`src/rtl/reg_arb_pkg.sv`:
```
// Shared types and default widths for the register-file write arbiter.
package reg_arb_pkg;

    localparam int unsigned DefDataW = 8;
    localparam int unsigned DefAddrW = 3;

    // Requester identity; also the encoding of the round-robin pointer.
    typedef enum logic {
        REQ_ALU = 1'b0,
        REQ_LD  = 1'b1
    } req_id_e;

    // One-entry holding buffer per requester.
    typedef struct packed {
        logic                full;
        logic [DefAddrW-1:0] addr;
        logic [DefDataW-1:0] data;
    } buf_entry_t;

endpackage

```
`src/rtl/rr_arb2.sv`:
```
// Two-way round-robin arbiter: one-hot grant from two request bits, pointer
// moves to the losing requester after every grant.
module rr_arb2
    import reg_arb_pkg::*;
(
    input  logic       clk_i,
    input  logic       rst_ni,
    input  logic [1:0] req_i,
    output logic [1:0] gnt_o
);

    req_id_e ptr_q, ptr_d;

    // Grant: a lone request wins outright, a tie goes to the pointer.
    always_comb begin
        gnt_o = 2'b00;
        unique case (req_i)
            2'b01:   gnt_o = 2'b01;
            2'b10:   gnt_o = 2'b10;
            2'b11:   gnt_o = (ptr_q == REQ_ALU) ? 2'b01 : 2'b10;
            default: gnt_o = 2'b00;
        endcase
    end

    // Pointer next state: favour the requester that just lost.
    always_comb begin
        ptr_d = ptr_q;
        if (gnt_o[0]) begin
            ptr_d = REQ_LD;
        end else if (gnt_o[1]) begin
            ptr_d = REQ_ALU;
        end
    end

    // Pointer register.
    always_ff @(posedge clk_i or negedge rst_ni) begin
        if (!rst_ni) begin
            ptr_q <= REQ_ALU;
        end else begin
            ptr_q <= ptr_d;
        end
    end

endmodule

```
`src/rtl/reg_write_arbiter.sv`:
```
// Arbitrates the register file's single write port between the ALU and load
// writeback paths, with one-entry buffers and a per-register busy scoreboard.
// Define REG_SCOREBOARD_EN to build the BUSY scoreboard; otherwise BUSY is 0.
// Buffer entries use the package default widths, so DATA_W/ADDR_W must match
// DefDataW/DefAddrW.
module reg_write_arbiter
    import reg_arb_pkg::*;
#(
    parameter int unsigned DATA_W = DefDataW,
    parameter int unsigned ADDR_W = DefAddrW
) (
    input  logic                   CLK,
    input  logic                   RESET_N,
    input  logic                   ALU_VALID,
    output logic                   ALU_READY,
    input  logic [ADDR_W-1:0]      ALU_ADDR,
    input  logic [DATA_W-1:0]      ALU_DATA,
    input  logic                   LD_VALID,
    output logic                   LD_READY,
    input  logic [ADDR_W-1:0]      LD_ADDR,
    input  logic [DATA_W-1:0]      LD_DATA,
    output logic                   WRITE,
    output logic [DATA_W-1:0]      IN,
    output logic [ADDR_W-1:0]      INADDRESS,
    output logic [(1<<ADDR_W)-1:0] BUSY
);

    buf_entry_t        alu_q, alu_d;
    buf_entry_t        ld_q, ld_d;
    logic [1:0]        gnt;
    logic              rdy_en_q;
    logic              write_q, write_d;
    logic [DATA_W-1:0] in_q, in_d;
    logic [ADDR_W-1:0] inaddr_q, inaddr_d;

    rr_arb2 u_rr_arb2 (
        .clk_i  (CLK),
        .rst_ni (RESET_N),
        .req_i  ({ld_q.full, alu_q.full}),
        .gnt_o  (gnt)
    );

    // READY depends only on full flags, grant and the post-reset enable.
    always_comb begin
        ALU_READY = rdy_en_q && (!alu_q.full || gnt[0]);
        LD_READY  = rdy_en_q && (!ld_q.full || gnt[1]);
    end

    // Buffer next state: accept wins over drain so a granted buffer can refill.
    always_comb begin
        alu_d = alu_q;
        ld_d  = ld_q;
        if (ALU_VALID && ALU_READY) begin
            alu_d = '{full: 1'b1, addr: ALU_ADDR, data: ALU_DATA};
        end else if (gnt[0]) begin
            alu_d.full = 1'b0;
        end
        if (LD_VALID && LD_READY) begin
            ld_d = '{full: 1'b1, addr: LD_ADDR, data: LD_DATA};
        end else if (gnt[1]) begin
            ld_d.full = 1'b0;
        end
    end

    // Issue next state: present the granted entry, otherwise hold IN/INADDRESS.
    always_comb begin
        write_d  = |gnt;
        in_d     = in_q;
        inaddr_d = inaddr_q;
        if (gnt[0]) begin
            in_d     = alu_q.data;
            inaddr_d = alu_q.addr;
        end else if (gnt[1]) begin
            in_d     = ld_q.data;
            inaddr_d = ld_q.addr;
        end
    end

    // State registers; reset discards anything pending.
    always_ff @(posedge CLK or negedge RESET_N) begin
        if (!RESET_N) begin
            alu_q    <= '0;
            ld_q     <= '0;
            rdy_en_q <= 1'b0;
            write_q  <= 1'b0;
            in_q     <= '0;
            inaddr_q <= '0;
        end else begin
            alu_q    <= alu_d;
            ld_q     <= ld_d;
            rdy_en_q <= 1'b1;
            write_q  <= write_d;
            in_q     <= in_d;
            inaddr_q <= inaddr_d;
        end
    end

    assign WRITE     = write_q;
    assign IN        = in_q;
    assign INADDRESS = inaddr_q;

`ifdef REG_SCOREBOARD_EN
    // Scoreboard: a register is busy while buffered or on the write port.
    always_comb begin
        BUSY = '0;
        for (int r = 0; r < (1 << ADDR_W); r++) begin
            BUSY[r] = (alu_q.full && (alu_q.addr == ADDR_W'(r))) ||
                      (ld_q.full && (ld_q.addr == ADDR_W'(r))) ||
                      (write_q && (inaddr_q == ADDR_W'(r)));
        end
    end
`else
    assign BUSY = '0;
`endif

endmodule

```
`config.mk`:
```
export PLATFORM = sky130hd
export DESIGN_NAME = reg_write_arbiter
export DESIGN_NICKNAME = d
export VERILOG_FILES = /design/src/rtl/reg_arb_pkg.sv /design/src/rtl/rr_arb2.sv /design/src/rtl/reg_write_arbiter.sv
export SDC_FILE = /design/constraint.sdc
export NUM_CORES = 1
export LEC_CHECK = 0
export BUFFER_PORTS_ARGS = -buffer_cell sky130_fd_sc_hd__buf_4
export CAP_MARGIN = 0
export CORE_ASPECT_RATIO = 0.6
export CORE_MARGIN = 2
export CORE_UTILIZATION = 45
export DETAILED_ROUTE_END_ITERATION = 16
export PLACE_DENSITY = 0.71
export SETUP_SLACK_MARGIN = 0.3
export SLEW_MARGIN = 40
export SYNTH_ARGS = -nofsm -noshare
export SYNTH_HDL_FRONTEND = slang
export SYNTH_HIERARCHICAL = 1
export SYNTH_SLANG_ARGS = --single-unit
```
`constraint.sdc`:
```
create_clock -name CLK -period 4.4 [get_ports CLK]
set_clock_uncertainty 0.15 [all_clocks]
set_input_delay 0.88 -clock CLK [delete_from_list [all_inputs] [get_ports CLK]]
set_output_delay 0.88 -clock CLK [all_outputs]
set_load 0.05 [all_outputs]
```
==> run_results.csv, run 1 <==
group,metric,value,unit
run_status,status,"finished clean",
setup_path,crit_path_end_kind,"output pin",
place,io_buffer_count,39,
floorplan,io_pins,48,
timing,layout_min_cycle_time,3030,ps
synth,synthDistinctLibCells,18,
setup_path,r2r_cells,5,
synth,yosys-top-cells-count,"dfrtp_1, nand2_1, mux2_2, o21ai_0, mux2i_1",
floorplan,die_h,51.4,um
grt,grt.total_usage,16.0,%
timing,relSlewSlack,52.8,%
drt,ant_nets,0,
setup_path,crit_path_end,"LD_READY",
place,dp_hpwl,2.15,mm
power_and_ir_drop,vdd_ir_drop_max,308,uV
timing,finalSetupTns,0,ps
floorplan,num_rows,17,
drt,wl_per_cell,14.5,um
cells_and_area,area_growth,21.1,%
timing,max_freq,330,MHz
drt,drt_iter0_markers,59,
power_and_ir_drop,p_per_area,792,mW/mm^2
synth,yosysMostFrequentCell,"dfrtp_1",
setup_path,cp.required,3370,ps
power_and_ir_drop,p_leak,0.000983,uW
synth,synth_edf_count,0,
floorplan,design.die.area,0.00426,sq mm
floorplan,dieWidth,82.9,um
grt,grt_remaining_overflow,0,
cells_and_area,num_antenna_cells,0,
setup_path,rr_endpoint,"ld_q[4]",
timing,post-route-period-util,69.0,%
cells_and_area,post-route-util,56.3,%
floorplan,core_area,0.00362,sq mm
drt,firstDrtPassIters,4,
clock_network,cts-htree-levels,2,
timing,maxSlewViolCount,0,
drt,drc,0,
clock_network,clk_pin_slew,70,ps
setup_path,arrival,2000,ps
timing,rsz0062_at_grt,"no",
setup_path,r2r_start,"alu_q[11]",
synth,yosys-top-cells-area,"dfrtp_1, mux2_4, mux2_2",
grt,antenna_found_initial,0,
synth,syn_area_per_cell,13.3,sq um
synth,syn_area,0.00168,sq mm
timing,finalHoldViolCount,0,
clock_network,cts_resized,0,
clock_network,clockBufferDepth,2,
timing,setup_viol,0,
clock_network,cts_sinks,38,
setup_path,cp_max_fo,13,
drt,vias,1008,
setup_path,ff2ff_setup_slack,1920,ps
setup_path,crit_start,"alu_q[11]",
place,dp_slack,1670,ps
setup_path,crit_type,"reg -> out",
synth,async_flop_share,100,%
grt,grt_pass1_wl,4.97,mm
synth,synthCells,126,
clock_network,cts_hold_buffers,0,
cells_and_area,nets,191,
floorplan,start_util,46.5,%
timing,worst_slack,1370,ps
drt,via_per_inst,4.78,
synth,synth_top_area_share,56.5,%
run,maxCapViolCount,0,
setup_path,startpoint_type,"register",
clock_network,cts_made_buffers,5,
synth,synth_ff_type,"dfrtp_1",
clock_network,insertion_delay,290,ps
place,globalplace.congestion,0.743,
grt,grt_max_degree,39,
clock_network,clock_tree.root_cell,"clkbuf_8",
synth,ys_ff_latch,38,
clock_network,cts_tree,"yes",
timing,worst_pin_slew,707,ps
drt,wl,3.06,mm
synth,ys_warn_count,6,
clock_network,cts_setup_buffers,0,
cells_and_area,drive_above_1_share,44.5,%
grt,grt_pass1_vias,1058,
synth,yosys.area.top_type,"dfrtp_1",
hold_path,min-delay-path-class,"reg -> reg",
synth,yosysSeqAreaShare,56.5,%
[where the power goes]
part	total (uW)	internal [uW]	leakage, uW	switching [uW]
sequential	625	523	0.000449	102
combinational	752	320	0.000490	432
clock	235	121	0.0000431	115
[critical path, stage by stage (launching register included)]
cell and delay [ps]:
dfrtp_1 420, nand2b_1 100, and2_1 590, nand2b_4 270, and2_1 130, buf_4 190
[layer usage]
layer	GRT usage, %	wire length, um	part of all wire [%]
met1	20.3	1420	46
met2	23.8	1400	46
met3	5.65	154	5.0
met4	9.84	88	2.9
met5	0	0	0
[sequential cells by signal, indices dropped and copies added (netlist names)]
register and flops:
ld_q 12, WRITE 1, u_rr_arb2/ptr_q 1, IN 8, INADDRESS 3, alu_q 12
rdy_en_q 1
[worst min-delay path by stage]
stage / from / to / slack, ps / cells past startpoint
after CTS: alu_q[4] / IN[4] / 340 / 2
final: alu_q[4] / IN[4] / 330 / 2
after global placement: alu_q[0] / IN[0] / 310 / 2
after detailed placement: alu_q[4] / IN[4] / 320 / 2
after global routing: alu_q[9] / INADDRESS[1] / 360 / 2
after floorplan: alu_q[5] / IN[5] / 300 / 2
[cells in the final DEF (no fill, tap or decap), drive strengths merged]
master  netlist  final
and2          3      3
buf          13     40
conb          2      9
clkbuf        2      6
nand2b        3      3
inv           1      1
nor2b         2      2
or2           1      1
nand2        15     15
dfrtp        38     38
o21ai        12     12
mux2         22     22
a21boi        1      1
mux2i        11     11
[cell families after synthesis]
kind of cell,Yosys count,synth area share [%]
multiplexers,33,23.5
buffers and inverters,16,6.99
AND/OR/NAND/NOR,24,8.48
AO/OA/AOI/OAI,13,4.02
other,2,0.447
flip-flops,38,56.5
[cell type report]
type / count / area, sq um
flip-flops and latches: 38 / 951
fillers: 307 / 1580
well taps: 47 / 58.8
multi-input cells: 79 / 639
inverters: 1 / 3.75
clock buffers: 6 / 82.6
repair buffers: 40 / 300
[metrics by stage]
step / power (uW) / hold slack [ps] / instances / area (sq um)
after CTS: 1630 / 342 / 211 / 2040
after floorplan: 1200 / 296 / 133 / 1710
after detailed placement: 1390 / 322 / 205 / 1950
after global placement: 1360 / 314 / 205 / 1950
final: 1610 / 328 / 211 / 2040
after global routing: 1710 / 362 / 211 / 2040
(Power assumes the default switching activity.)
==> inputs of run 2 (changes only) <==
PLACE_DENSITY = 0.73   (was 0.71)
clock period = 2.63 ns   (was 4.4 ns; I/O delays follow)
==> run 2 against run 1 <==
- clock power increased by 78%
- sequential share of layout area decreased by 0.54 points
- setup slack got worse by 910 ps
- critical endpoint unchanged
==> run_results.csv, run 2 (same netlist as run 1, synthesis figures left out) <==
group,metric,value,unit
clock_network,cts_made_buffers,5,
drt,wl,3.00,mm
timing,rsz0062_at_grt,"no",
timing,worst_slack,454,ps
timing,finalSetupTns,0,ps
timing,setup_viol,0,
power_and_ir_drop,power,2720,uW
place,placed_area,0.00196,sq mm
floorplan,dieWidth,82.9,um
setup_path,crit_path_end_kind,"output pin",
run_status,status,"finished clean",
setup_path,crit_slowest_cell,"dfrtp_1",
floorplan,start_util,46.5,%
clock_network,cts-htree-levels,2,
grt,grt_pass1_vias,1073,
grt,grt_remaining_overflow,0,
cells_and_area,fin_area,0.00206,sq mm
run,maxCapViolCount,0,
setup_path,crit_start,"u_rr_arb2/ptr_q",
setup_path,arrival,1500,ps
setup_path,crit_family,"simple AND/OR/NAND/NOR gates",
clock_network,cts_setup_buffers,0,
drt,firstDrtPassIters,2,
grt,antenna_found_initial,0,
timing,max_freq,460,MHz
setup_path,path_cells,"nand2b_1 > and2_1 > nand2b_4 > and2_1 > buf_4",
drt,ant_nets,0,
floorplan,io_pins,48,
floorplan,num_rows,17,
setup_path,ff2ff_setup_slack,750,ps
floorplan,design.die.area,0.00426,sq mm
setup_path,startpoint_type,"register",
clock_network,cts_hold_buffers,0,
clock_network,clock_tree.root_cell,"clkbuf_8",
clock_network,clk_pin_slew,70,ps
timing,post-route-period-util,82.7,%
cells_and_area,num_antenna_cells,0,
timing,finalHoldViolCount,0,
cells_and_area,finalNonFillerCells,214,
drt,via_per_inst,4.62,
setup_path,rr_endpoint,"ld_q[4]",
place,io_buffer_count,39,
cells_and_area,final_cell_mix,"buf_4, dfrtp_1, nand2_1",
grt,grt_max_degree,39,
clock_network,cts_sinks,38,
setup_path,path_buf_inv,1,
setup_path,r2r_start,"alu_q[11]",
clock_network,cts_tree,"yes",
drt,drt_iter0_markers,23,
setup_path,cp.required,1950,ps
place,dp_slack,737,ps
setup_path,cpMostUsedCell,"and2_1",
drt,drc,0,
drt,vias,989,
timing,maxSlewViolCount,0,
clock_network,clockBufferDepth,2,
cells_and_area,final_common_cell,"buf_4",
place,globalplace.congestion,0.713,
setup_path,cp_max_fo,3,
place,dp_hpwl,2.10,mm
setup_path,r2r_cells,5,
power_and_ir_drop,p_per_area,1320,mW/mm^2
clock_network,insertion_delay,290,ps
drt,wl_per_cell,14.0,um
hold_path,min-delay-path-class,"in -> async",
floorplan,die_h,51.4,um
place,placed_cells,206,
clock_network,cts_resized,0,
power_and_ir_drop,vdd_ir_drop_max,742,uV
grt,grt.total_usage,16.3,%
cells_and_area,drive_above_1_share,46.1,%
power_and_ir_drop,p_leak,0.000992,uW
grt,grt_pass1_wl,5.13,mm
timing,layout_min_cycle_time,2180,ps
setup_path,critical_path.max_stage_delay,410,ps
setup_path,crit_type,"reg -> out",
cells_and_area,area_growth,22.5,%
cells_and_area,nets,192,
floorplan,core_area,0.00362,sq mm
run 2: final cells by class:
| type | count | area, sq um |
|---|---|---|
| Clock buffer | 6 | 82.6 |
| Fill cell | 309 | 1560 |
| Tap cell | 47 | 58.8 |
| Multi-Input combinational cell | 79 | 643 |
| Timing Repair Buffer | 41 | 308 |
| Sequential cell | 38 | 951 |
| Inverter | 1 | 3.75 |
| Clock inverter | 2 | 12.5 |
run 2: metal layers:
metal / GRT usage (%) / share of wire (%) / vias to the layer above
met2: 25.1 / 42 / 34
met3: 5.98 / 6.6 / 6
met4: 7.38 / 1.7 / 0
li1: - / - / 480
met5: 0 / 0 / -
met1: 20.8 / 49 / 469
run 2: metrics by stage:
| stage | hold slack [ps] | utilization [%] |
|---|---|---|
| 3_3_place_gp | 307 | 54.3 |
| 3_5_place_dp | 317 | 54.3 |
| 4_1_cts | 39.5 | 57.0 |
| 2_1_floorplan | 80.4 | - |
| 5_1_grt | 61.8 | 57.0 |
| 6_report | 30.6 | 57.0 |
run 2: where the power goes:
part / switching (uW) / leakage (uW) / internal [uW]
sequential: 165 / 0.000449 / 874
clock: 207 / 0.0000472 / 211
combinational: 721 / 0.000496 / 547
total: 1090 / 0.000992 / 1630
run 2: worst reg2reg max path, stage by stage, from the launching register on:
cell,delay [ps]
dfrtp_1,420
nand2b_1,100
and2_1,150
nand2b_4,130
nor2b_4,440
mux2_2,390
run 2: worst max-delay path by stage:
stage,endpoint,cells after the start,slack [ps]
CTS,LD_READY,5,450
finish,LD_READY,5,450
global route,LD_READY,5,360
detailed placement,ld_q[4],5,740
global placement,LD_READY,5,800
floorplan,LD_READY,5,710
==> inputs of run 3 (changes only) <==
PLACE_DENSITY = 0.71   (was 0.73)
clock period = 2.1 ns   (was 2.63 ns; I/O delays follow)
==> run 3 against run 2 <==
- register-to-register slack worse by 580 ps
- hold slack better by 190 ps
- die area stayed put
- count of clock-buffer cells in the layout is 1 higher
- utilization is 4.0 points higher
- critical endpoint unchanged
- sequential share of layout area is 3.0 points lower
- final cell count is 5.6% higher
- global-route usage is 0.11 points lower
- clock power is 10% higher
- non-clock buffer count is 13 higher
- setup slack worse by 340 ps
==> run_results.csv, run 3 (same netlist as run 1, synthesis figures left out) <==
group,metric,value,unit
floorplan,num_rows,17,
drt,ant_nets,0,
clock_network,insertion_delay,280,ps
drt,wl_per_cell,14.0,um
drt,vias,1048,
clock_network,clk_pin_slew,70,ps
place,dp_hpwl,2.23,mm
grt,grt.total_usage,16.2,%
power_and_ir_drop,p_per_area,1620,mW/mm^2
hold_path,min-delay-path-class,"in -> reg",
timing,finalHoldViolCount,0,
setup_path,crit_path_end_kind,"output pin",
timing,maxSlewViolCount,0,
cells_and_area,post-route-util,61.0,%
cells_and_area,nets,205,
clock_network,cts_tree,"yes",
drt,drc,0,
timing,max_freq,504,MHz
setup_path,cp.required,1530,ps
floorplan,dieWidth,82.9,um
power_and_ir_drop,p_leak,0.00107,uW
grt,grt_max_degree,39,
clock_network,cts_made_buffers,5,
floorplan,start_util,46.5,%
timing,finalSetupTns,0,ps
drt,drt_iter0_markers,44,
place,io_buffer_count,39,
setup_path,cp_max_fo,3,
cells_and_area,area_growth,31.2,%
run_status,status,"finished clean",
cells_and_area,num_antenna_cells,0,
place,globalplace.congestion,0.771,
drt,firstDrtPassIters,2,
setup_path,arrival,1410,ps
setup_path,startpoint_type,"register",
floorplan,io_pins,48,
grt,grt_pass1_vias,1124,
clock_network,cts-htree-levels,2,
timing,setup_viol,0,
floorplan,design.die.area,0.00426,sq mm
grt,grt_pass1_wl,5.35,mm
cells_and_area,final_cell_mix,"buf_4, dfrtp_1, nand2_1",
timing,layout_min_cycle_time,1980,ps
grt,antenna_found_initial,0,
drt,via_per_inst,4.64,
clock_network,clockBufferDepth,2,
power_and_ir_drop,vdd_ir_drop_max,667,uV
grt,grt_remaining_overflow,0,
drt,wl,3.17,mm
timing,post-route-period-util,94.4,%
clock_network,cts_sinks,38,
timing,rsz0062_at_grt,"yes",
cells_and_area,drive_above_1_share,51.4,%
setup_path,crit_type,"reg -> out",
floorplan,die_h,51.4,um
run,maxCapViolCount,0,
cells_and_area,final_common_cell,"buf_4",
floorplan,core_area,0.00362,sq mm
clock_network,clock_tree.root_cell,"clkbuf_8",
cells_and_area,nFillCells,277,
[run 3: path summary, 6_finish.rpt]
check | endpoint | cells past startpoint | slack (ps) | start
worst max-delay path | LD_READY | 5 | 120 | u_rr_arb2/ptr_q
worst max register to register | ld_q[6] | 8 | 170 | u_rr_arb2/ptr_q
worst min-delay path | ld_q[3] | 2 | 220 | LD_DATA[3]
max in group asynchronous | ld_q[11] | 2 | 950 | RESET_N
min in group asynchronous | u_rr_arb2/ptr_q | 2 | 500 | RESET_N
worst min register to register | IN[5] | 2 | 330 | alu_q[5]
[run 3: routing by layer]
metal,routed length [um],track usage (%)
met1,1450,19.9
met2,1590,28.9
met3,135,4.20
met4,0,4.10
met5,0,0
[run 3: critical path, stage by stage, from the launching register on]
cell and delay [ps]:
dfrtp_1 420, nand2b_4 160, and2_4 150, nand2b_4 130, and2_4 130, buf_8 140
[run 3: layout make-up]
| class | count | area (sq um) | share of cell area [%] |
|---|---|---|---|
| Sequential cell | 38 | 953 | 43.2 |
| Multi-Input combinational cell | 79 | 662 | 30.0 |
| Clock buffer | 7 | 76.3 | 3.46 |
| Inverter | 1 | 3.75 | 0.170 |
| Tap cell | 47 | 58.8 | 2.67 |
| Timing Repair Buffer | 54 | 452 | 20.5 |
[run 3: power breakdown]
| part | internal, uW | total [uW] | switching [uW] |
|---|---|---|---|
| clock | 229 | 460 | 232 |
| sequential | 1100 | 1320 | 225 |
| combinational | 858 | 1800 | 942 |
[run 3: what timing repair did]
| action | CTS | global route |
|---|---|---|
| pin swaps | 1 | 0 |
| hold buffers | 1 | 0 |
| resized for setup | 10 | 3 |
| hold endpoints to repair | 38 | 0 |
| setup buffers | 6 | 5 |
| setup endpoints to repair | 13 | 20 |
[run 3: through the flow]
stage,std cells,power (uW),hold slack (ps),worst slack [ps],cell area (sq um)
floorplan,133,2530,-25.6,348,1710
global placement,207,2870,256,353,1980
detailed placement,207,2940,258,289,1980
CTS,221,3550,212,125,2160
global route,226,3810,213,77.6,2210
finish,226,3580,217,118,2210
